`config.mk`:
```
export PLATFORM = sky130hd
export DESIGN_NAME = sim_result_port_flat
export DESIGN_NICKNAME = d
export VERILOG_FILES = /design/src/rtl/sim_result_port_if.sv /design/src/rtl/sim_result_port.sv /design/src/flat_wrapper.sv
export SDC_FILE = /design/constraint.sdc
export NUM_CORES = 1
export LEC_CHECK = 0
export ABC_AREA = 1
export BUFFER_PORTS_ARGS = -buffer_cell sky130_fd_sc_hd__clkbuf_2
export CORE_UTILIZATION = 40
export CTS_CLUSTER_SIZE = 30
export DETAILED_ROUTE_END_ITERATION = 12
export PLACE_DENSITY = 0.74
export SKIP_LAST_GASP = 1
export SYNTH_ARGS = -nofsm -noshare
export SYNTH_HDL_FRONTEND = slang
export SYNTH_SLANG_ARGS = --single-unit
```
`constraint.sdc`:
```
create_clock -name clk -period 1.51 [get_ports clk]
set_input_delay 0.151 -clock clk [delete_from_list [all_inputs] [get_ports clk]]
set_output_delay 0.151 -clock clk [all_outputs]
set_load 0.03 [all_outputs]
```
`src/rtl/sim_result_port_if.sv`:
```
// Data-bus interface for sim_result_port: a single-cycle write/read strobe bus.
// The CPU-side agent uses the master modport; the responder uses the slave modport.
interface sim_result_port_if;
    logic        mem_we;
    logic        mem_re;
    logic [31:0] mem_addr;
    logic [31:0] mem_wdata;
    logic [3:0]  mem_wstrb;
    logic [31:0] mem_rdata;

    modport master (
        output mem_we, mem_re, mem_addr, mem_wdata, mem_wstrb,
        input  mem_rdata
    );

    modport slave (
        input  mem_we, mem_re, mem_addr, mem_wdata, mem_wstrb,
        output mem_rdata
    );
endinterface

```
`src/rtl/sim_result_port.sv`:
```
// Memory-mapped test-status responder: tohost-style verdict FSM, RUN cycle counter, watchdog.
// Optional signature FIFO at offset 0x10 is built only when SIM_RESULT_SIG_EN is defined.
module sim_result_port #(
    parameter logic [31:0] BASE_ADDR      = 32'h0000_2000,
    parameter int          TIMEOUT_CYCLES = 768,
    parameter int          SIG_DEPTH      = 16
) (
    input  logic              clk,
    input  logic              rst,
    sim_result_port_if.slave  bus,
    output logic              test_done,
    output logic              test_pass,
    output logic              test_fail,
    output logic              test_tmo,
    output logic [31:0]       test_num,
    output logic [31:0]       cycle_cnt
);

    typedef enum logic [1:0] {
        ST_RUN,
        ST_PASS,
        ST_FAIL,
        ST_TMO
    } state_t;

    localparam logic [2:0]  OFF_TOHOST  = 3'd0;
    localparam logic [2:0]  OFF_TESTNUM = 3'd1;
    localparam logic [2:0]  OFF_CYCLE   = 3'd2;
    localparam logic [2:0]  OFF_STATUS  = 3'd3;
    localparam logic [2:0]  OFF_SIGDATA = 3'd4;
    localparam logic [31:0] TMO_LAST    = 32'(TIMEOUT_CYCLES - 1);

    function automatic logic [31:0] sat_inc(input logic [31:0] v);
        return (v == 32'hFFFF_FFFF) ? v : v + 32'd1;
    endfunction

    state_t      state, state_nxt;
    logic        hit_p0;
    logic [2:0]  off_p0;
    logic        wr_p0;
    logic        rd_p0;
    logic        tohost_wr_p0;
    logic        verdict_p0;
    logic        sig_ovf;
    logic [31:0] sig_rdata_p0;
    logic [31:0] reg_rdata_p0;
    logic [31:0] rdata_p1;
    logic        unused_addr_lsb;

    // Stage p0: address decode of the current bus access
    assign hit_p0          = (bus.mem_addr[31:5] == BASE_ADDR[31:5]);
    assign off_p0          = bus.mem_addr[4:2];
    assign wr_p0           = bus.mem_we && hit_p0 && (bus.mem_wstrb == 4'hF);
    assign rd_p0           = bus.mem_re && hit_p0;
    assign tohost_wr_p0    = wr_p0 && (off_p0 == OFF_TOHOST) && (state == ST_RUN);
    assign verdict_p0      = tohost_wr_p0 && bus.mem_wdata[0];
    assign unused_addr_lsb = ^bus.mem_addr[1:0];

    // A verdict write outranks the watchdog firing in the same cycle
    always_comb begin
        state_nxt = state;
        if (state == ST_RUN) begin
            if (verdict_p0) begin
                state_nxt = (bus.mem_wdata == 32'd1) ? ST_PASS : ST_FAIL;
            end else if (cycle_cnt == TMO_LAST) begin
                state_nxt = ST_TMO;
            end
        end
    end

    always_ff @(posedge clk) begin
        if (rst) begin
            state     <= ST_RUN;
            cycle_cnt <= '0;
            test_num  <= '0;
        end else begin
            state <= state_nxt;
            if (state == ST_RUN) begin
                cycle_cnt <= sat_inc(cycle_cnt);
            end
            if ((state == ST_RUN) && wr_p0 && (off_p0 == OFF_TESTNUM)) begin
                test_num <= bus.mem_wdata;
            end else if (verdict_p0 && (bus.mem_wdata != 32'd1)) begin
                test_num <= {1'b0, bus.mem_wdata[31:1]};
            end
        end
    end

    assign test_done = (state != ST_RUN);
    assign test_pass = (state == ST_PASS);
    assign test_fail = (state == ST_FAIL);
    assign test_tmo  = (state == ST_TMO);

`ifdef SIM_RESULT_SIG_EN
    localparam int SIG_AW = $clog2(SIG_DEPTH);

    logic [31:0]     sig_mem [SIG_DEPTH];
    logic [SIG_AW:0] sig_wptr;
    logic [SIG_AW:0] sig_rptr;
    logic            sig_empty;
    logic            sig_full;
    logic            sig_push;
    logic            sig_pop;

    // Extra pointer bit separates full from empty when the index bits match
    assign sig_empty    = (sig_wptr == sig_rptr);
    assign sig_full     = (sig_wptr[SIG_AW] != sig_rptr[SIG_AW]) &&
                          (sig_wptr[SIG_AW-1:0] == sig_rptr[SIG_AW-1:0]);
    assign sig_push     = wr_p0 && (off_p0 == OFF_SIGDATA);
    assign sig_pop      = rd_p0 && (off_p0 == OFF_SIGDATA) && !sig_empty;
    assign sig_rdata_p0 = sig_empty ? 32'd0 : sig_mem[sig_rptr[SIG_AW-1:0]];

    always_ff @(posedge clk) begin
        if (rst) begin
            sig_wptr <= '0;
            sig_rptr <= '0;
            sig_ovf  <= 1'b0;
        end else begin
            if (sig_pop) begin
                sig_rptr <= sig_rptr + 1'b1;
            end
            if (sig_push) begin
                if (sig_full) begin
                    sig_ovf <= 1'b1;
                end else begin
                    sig_wptr <= sig_wptr + 1'b1;
                end
            end
        end
    end

    always_ff @(posedge clk) begin
        if (sig_push && !sig_full) begin
            sig_mem[sig_wptr[SIG_AW-1:0]] <= bus.mem_wdata;
        end
    end
`else
    localparam int unused_sig_depth = SIG_DEPTH;

    assign sig_ovf      = 1'b0;
    assign sig_rdata_p0 = 32'd0;
`endif

    always_comb begin
        reg_rdata_p0 = 32'd0;
        case (off_p0)
            OFF_CYCLE:   reg_rdata_p0 = cycle_cnt;
            OFF_STATUS:  reg_rdata_p0 = {27'd0, sig_ovf, test_tmo, test_fail, test_pass, test_done};
            OFF_SIGDATA: reg_rdata_p0 = sig_rdata_p0;
            default:     reg_rdata_p0 = 32'd0;
        endcase
    end

    // Stage p1: registered read data, zero unless the previous cycle was a hit read
    always_ff @(posedge clk) begin
        if (rst) begin
            rdata_p1 <= '0;
        end else begin
            rdata_p1 <= rd_p0 ? reg_rdata_p0 : 32'd0;
        end
    end

    assign bus.mem_rdata = rdata_p1;

endmodule

```
`src/flat_wrapper.sv`:
```
// flat-port wrapper written by rule: the top's interface ports become plain ports
module sim_result_port_flat 
#(
    parameter logic [31:0] BASE_ADDR      = 32'h0000_2000,
    parameter int          TIMEOUT_CYCLES = 768,
    parameter int          SIG_DEPTH      = 16
)
  (clk, rst, test_done, test_pass, test_fail, test_tmo, test_num, cycle_cnt, bus_mem_we, bus_mem_re, bus_mem_addr, bus_mem_wdata, bus_mem_wstrb, bus_mem_rdata);
  sim_result_port_if bus_i ();
  input  logic clk;
  input  logic rst;
  output logic test_done;
  output logic test_pass;
  output logic test_fail;
  output logic test_tmo;
  output logic [31:0] test_num;
  output logic [31:0] cycle_cnt;
  input wire logic [$bits(bus_i.mem_we)-1:0] bus_mem_we;
  input wire logic [$bits(bus_i.mem_re)-1:0] bus_mem_re;
  input wire logic [$bits(bus_i.mem_addr)-1:0] bus_mem_addr;
  input wire logic [$bits(bus_i.mem_wdata)-1:0] bus_mem_wdata;
  input wire logic [$bits(bus_i.mem_wstrb)-1:0] bus_mem_wstrb;
  output wire logic [$bits(bus_i.mem_rdata)-1:0] bus_mem_rdata;
  assign bus_i.mem_we = bus_mem_we;
  assign bus_i.mem_re = bus_mem_re;
  assign bus_i.mem_addr = bus_mem_addr;
  assign bus_i.mem_wdata = bus_mem_wdata;
  assign bus_i.mem_wstrb = bus_mem_wstrb;
  assign bus_mem_rdata = bus_i.mem_rdata;
  sim_result_port #(.BASE_ADDR(BASE_ADDR), .TIMEOUT_CYCLES(TIMEOUT_CYCLES), .SIG_DEPTH(SIG_DEPTH)) u_core (.clk(clk), .rst(rst), .bus(bus_i), .test_done(test_done), .test_pass(test_pass), .test_fail(test_fail), .test_tmo(test_tmo), .test_num(test_num), .cycle_cnt(cycle_cnt));
endmodule
```
# Word-level counts from Yosys, hierarchy flattened
# Cells that the tools add are included.
[word_totals] register_bits=98 latchBits=0 ram_bits=0 romBits=0 elab_cells=42 memories=0
[op_classes] addsub=1 n_mul=0 div=0 magnitude_cmp=0 eq_ne=12 n_shift=0 mux=6 bitwise=2 n_reduce_logical=17
[ops] operator="32-bit 2-to-1 mux" n=2
[ops] operator="32-bit case mux with 2 select lines" n=1
[ops] operator="32-bit by 1-bit adder with 32-bit output, second input constant" n=1
[ops] operator="32-bit by 1-bit == test with 1-bit output, second input constant" n=1
[ops] operator="32-bit by 10-bit == test with 1-bit output, second input constant" n=1
[ops] operator="32-bit == test, second input constant" n=1
[ops] operator="32-bit by 1-bit != test with 1-bit output, second input constant" n=1
[ops] operator="27-bit by 9-bit == test with 1-bit output, second input constant" n=1
[ops] operator="1-bit logical AND" n=9
[ops] operator="3-bit by 2-bit == test with 1-bit output, second input constant" n=2
[ops] operator="2-bit 2-to-1 mux" n=3
[ops] operator="2-bit nonzero test" n=3
[ops] operator="2-bit == test, second input constant" n=2
[ops] operator="4-bit == test, second input constant" n=1
[ops] operator="2-bit AND reduction" n=2
[ops] operator="3-bit by 1-bit == test with 1-bit output, second input constant" n=1
[ops] operator="3-bit logical NOT" n=1
[ops] operator="2-bit by 1-bit == test with 1-bit output, second input constant" n=1
[ops] operator="2-bit logical NOT" n=1
[ops] operator="1-bit inverter" n=2
[ops] operator="2-bit OR reduction" n=1

# Logic depth before layout (Yosys ltp)
[depth] depth_word=9 ltp_mapped=12

# Least setup slack after synthesis
# Ideal clock, no wire load.
[synth_timing] path_type="register to register" startpoint="register u_core.cycle_cnt[1]" endpoint="register u_core.cycle_cnt[14]" setup_ns=0.132 t_arrival_ns=1.810 t_required_ns=1.378 setup_slack_ns=-0.432 stages_incl_launch_ff=12 path_buffers=1 synth_period_minus_slack_ns=1.942 path_cell_list="dfxtp_1 > ha_1 > nand3_1 > inv_1 > nand2_2 > nor2_4 > nand2_2 > nand2_4 > inv_2 > buf_4 > nand2_1 > a21oi_1"
[synth_via] elab_chain_cells=3 word_cells_on_any_way=4 cone_classes="add/sub: 1; eq/ne: 1; bitwise: 1; reduce/logical: 1"
[synth_lines] item="from (decl)" line_no="sim_result_port.sv:16" text="output logic [31:0] cycle_cnt"
[synth_lines] item="from (signal assigned)" line_no="sim_result_port.sv:79" text="cycle_cnt <= sat_inc(cycle_cnt);"
[synth_lines] item="parallel branches: the longest is 3 deep, another holds 32-bit by 1-bit adder with 32-bit output"
# Several ways; the timed one is not identified.
# A chain may end at the register's enable or synchronous reset.

# Worst setup path in the final report
[layout_timing] startpoint="register u_core.state[0]" endpoint="register u_core.test_num[16]"
[layout_via] elab_chain_cells=5 word_cells_on_any_way=8 cone_classes="mux: 1; reduce/logical: 7"
[layout_lines] item="from (decl)" line_no="sim_result_port.sv:37" text="state_t state, state_nxt;"
[layout_lines] item="from (signal assigned)" line_no="sim_result_port.sv:77" text="state <= state_nxt;"
[layout_lines] item="2-bit logical NOT *" line_no="sim_result_port.sv:55, sim_result_port.sv:81"
[layout_lines] item="1-bit logical AND" line_no="sim_result_port.sv:55" text="assign tohost_wr_p0 = wr_p0 && (off_p0 == OFF_TOHOST) && (state == ST_RUN);"
[layout_lines] item="1-bit logical AND" line_no="sim_result_port.sv:56" text="assign verdict_p0 = tohost_wr_p0 && bus.mem_wdata[0];"
[layout_lines] item="1-bit logical AND" line_no="sim_result_port.sv:83" text="end else if (verdict_p0 && (bus.mem_wdata != 32'd1)) begin"
[layout_lines] item="2-bit nonzero test (no source line)"
[layout_lines] item="to (signal assigned)" line_no="sim_result_port.sv:82" text="test_num <= bus.mem_wdata;"
[layout_lines] item="to (signal assigned)" line_no="sim_result_port.sv:84" text="test_num <= {1'b0, bus.mem_wdata[31:1]};"
[layout_lines] item="to (decl)" line_no="sim_result_port.sv:15" text="output logic [31:0] test_num,"
# Mark *: on every way between the ends. The rest lies on a longest branch, timed or not.

==> out/summary.txt <==
top cells by area, synth: sky130_fd_sc_hd__dfxtp_1, sky130_fd_sc_hd__nand2_1, sky130_fd_sc_hd__nor2_1
global-route wire length before repair: 29.2 mm
share of synthesized area occupied by flip-flops and latches: 36.3%
r2r startpoint: u_core.state[0]
f_max: 601 MHz
final setup skew: 0.0107 ns
class of the most critical hold timing path: in -> reg
dominant register cell in the synthesized netlist: sky130_fd_sc_hd__dfxtp_1
growth of design area from synthesis to finish: 65.1%
final hold slack: 0.100 ns
worst stage delay on the critical path: 0.32 ns
minimum setup slack after placement: -0.142 ns
static leakage: 4.36 nW
total CTS buffers: 9
ys async rst share: 0%
clock latency of the later-clocked register in the worst-skew pair: 0.35 ns
post-DP HPWL: 12.9 mm
detailed-router iteration count before antenna repair: 6
setup TNS: -3.49 ns
routed via count divided by cell count: 5.15
Worst-Margin Slew: 0.599 ns
post-route cell area: 0.00893 mm^2
number of synthesized flops with an enable pin: 0
setup repair after global routing missed its margin: true
vias in the first global route: 6075
CTS H-tree lvls: 3
total length of routed wires: 20.8 mm
data arrival time of the critical path: 1.92 ns
# diodes: 0
average wire length per cell after detail routing: 15.1 um
cell type contributing the most total cell area after synthesis: sky130_fd_sc_hd__dfxtp_1
total of flip-flops plus latches after synthesis: 98
post-route total power: 5.29 mW
largest net degree at the start of global routing: 38
starting DRC count in detailed routing: 578
Synth top cells by count: sky130_fd_sc_hd__nand2_1, sky130_fd_sc_hd__nor2_1, sky130_fd_sc_hd__dfxtp_1, sky130_fd_sc_hd__inv_1, sky130_fd_sc_hd__nand3_1
Starting Density: 41.0%
antenna violation net count after detailed routing: 0
Post-DP Area: 0.00743 mm^2
critical path startpoint: u_core.state[0]
DR DRC count: 0
cell at the root of the clock tree: sky130_fd_sc_hd__clkbuf_16
worst-case headroom to the max-slew limit: 59.8%
worst hold start: bus_mem_wdata[31]
critical path start-end classification: reg -> reg
net count after synthesis: 955
post-layout min period: 1.66 ns
critical path endpoint category: register
setup slack of the most critical reg-to-reg path: -0.15 ns
count of buffers inserted at the top-level ports: 169
CTS clock-pin slew for the worst setup and hold paths: 0.07 ns
Max-cap violations: 0
cell type of the slowest stage on the worst timing path: sky130_fd_sc_hd__dfxtp_2
via count: 7076
global-route usage over all layers: 26.2%
core occupancy in the finished layout: 67.7%
average size of a mapped cell: 6.13 um^2
net count reported at finish: 1267
Power per Cell Area: 592 mW/mm^2
hold buffers post-CTS: 0
result of the run: finished with violations
RePlAce Congestion: 0.928
post-synth top area share: 36.3%
antenna violations before repair: 0
critical path startpoint category: register
die outline area: 0.0140 mm^2
unique cell type count in the Yosys netlist: 29
Top Ports: 172
global route overflow: 0
most frequent CP cell: sky130_fd_sc_hd__buf_6
Die Wd: 118 um
Clock Sinks: 98
CP cell instances: inv_2 -> nand2_4 -> nor3_4 -> buf_6 -> nand4_1 -> buf_6 -> buf_6 -> nand3_2 -> nand2_1 -> nor2_1
Placed Cells incl. Taps: 1316
period utilisation layout: 110%
cell with the most instances after synthesis: sky130_fd_sc_hd__nand2_1
Std-Cell Core Area: 0.0132 mm^2
FP Rows: 42
final setup margin: -0.153 ns
largest fanout on the critical path: 6
area of the mapped netlist: 0.00541 mm^2
Mapped Cells: 882
ratio of cells with drive above 1 in the final layout: 44.5%
worst vdd ir: 0.497 mV
Yosys warnings: 0
number of hold-slack violations in the final timing report: 0
number of max-slew violations in the final report: 0
number of setup violations in the final report: 56
violations in the final reports: negative setup slack
Final Non-Filler Cells: 1375
worst-case clock buffer depth: 2
overall die height: 118 um
data required time of the worst path: 1.77 ns
clock tree from TritonCTS: built
count of fill cells added during filler insertion: 1069
[sequential cells by signal (all words and copies together) (netlist names)]
signal	flops
u_core.state	2
u_core.test_num	32
u_core.bus.mem_rdata	32
u_core.cycle_cnt	32
[cell type report]
class	count	area, um^2	share of cell area [%]
multi-input combinational	652	3540	39.6
timing repair buffer	336	2440	27.3
sequential	98	2050	23.0
inverter	96	384	4.30
clock buffer	13	262	2.93
tap	176	220	2.47
clock inverter	3	22.5	0.252
timing repair inverter	1	11.3	0.126
[timing repair]
| item | CTS | global route |
|---|---|---|
| setup buffers | 8 | 16 |
| gates cloned | 4 | 16 |
| pin swaps | 22 | 76 |
| gates resized for setup | 36 | 164 |
| setup endpoints to repair | 65 | 66 |
[critical path: cells and delay by family, from the launching register on]
family,cells,cell delay (ns)
buffers and inverters,4,0.55
and+or+nand+nor,6,0.68
DFF,1,0.32
[layout by cell type, fill, tap and decap left out, types with 24 or more instances in the layout]
cell type / count
sky130_fd_sc_hd__clkbuf_2: 169
sky130_fd_sc_hd__nand2_2: 35
sky130_fd_sc_hd__dfxtp_1: 65
sky130_fd_sc_hd__nand2_1: 204
sky130_fd_sc_hd__nand4_1: 37
sky130_fd_sc_hd__a21oi_1: 24
sky130_fd_sc_hd__inv_1: 86
sky130_fd_sc_hd__nor3_1: 37
sky130_fd_sc_hd__nor2_2: 26
sky130_fd_sc_hd__buf_4: 128
sky130_fd_sc_hd__nand3_1: 44
sky130_fd_sc_hd__nor2_1: 142
[kinds of logic after synthesis]
kind of cell    synth area share, %
buf+inv                        10.1
flops                          36.3
fa+ha+maj                     0.231
xor+xnor                       1.78
simple gates                   47.4
compound gates                 4.16
[routing by layer]
metal	track usage, %	up-vias	part of all wire [%]
met5	0	-	0
met4	11.1	0	3.1
met3	3.62	65	8.4
met2	41.4	365	46
met1	35.5	3226	42
li1	-	3420	-
[report_power, final]
group / internal (mW) / leakage (nW) / switching, mW / total, mW
Clock: 1.23 / 0.139 / 1.05 / 2.28
Combinational: 0.186 / 3.40 / 0.252 / 0.438
Sequential: 2.56 / 0.812 / 0.00988 / 2.57
Total: 3.97 / 4.36 / 1.31 / 5.29
[final timing paths]
check | to | depth (start not counted)
worst max-delay path | u_core.test_num[16] | 10
worst min-delay path | u_core.test_num[31] | 3
worst max register to register | u_core.test_num[16] | 10
worst min register to register | u_core.cycle_cnt[30] | 2
Power figures use the tool's default switching activity.
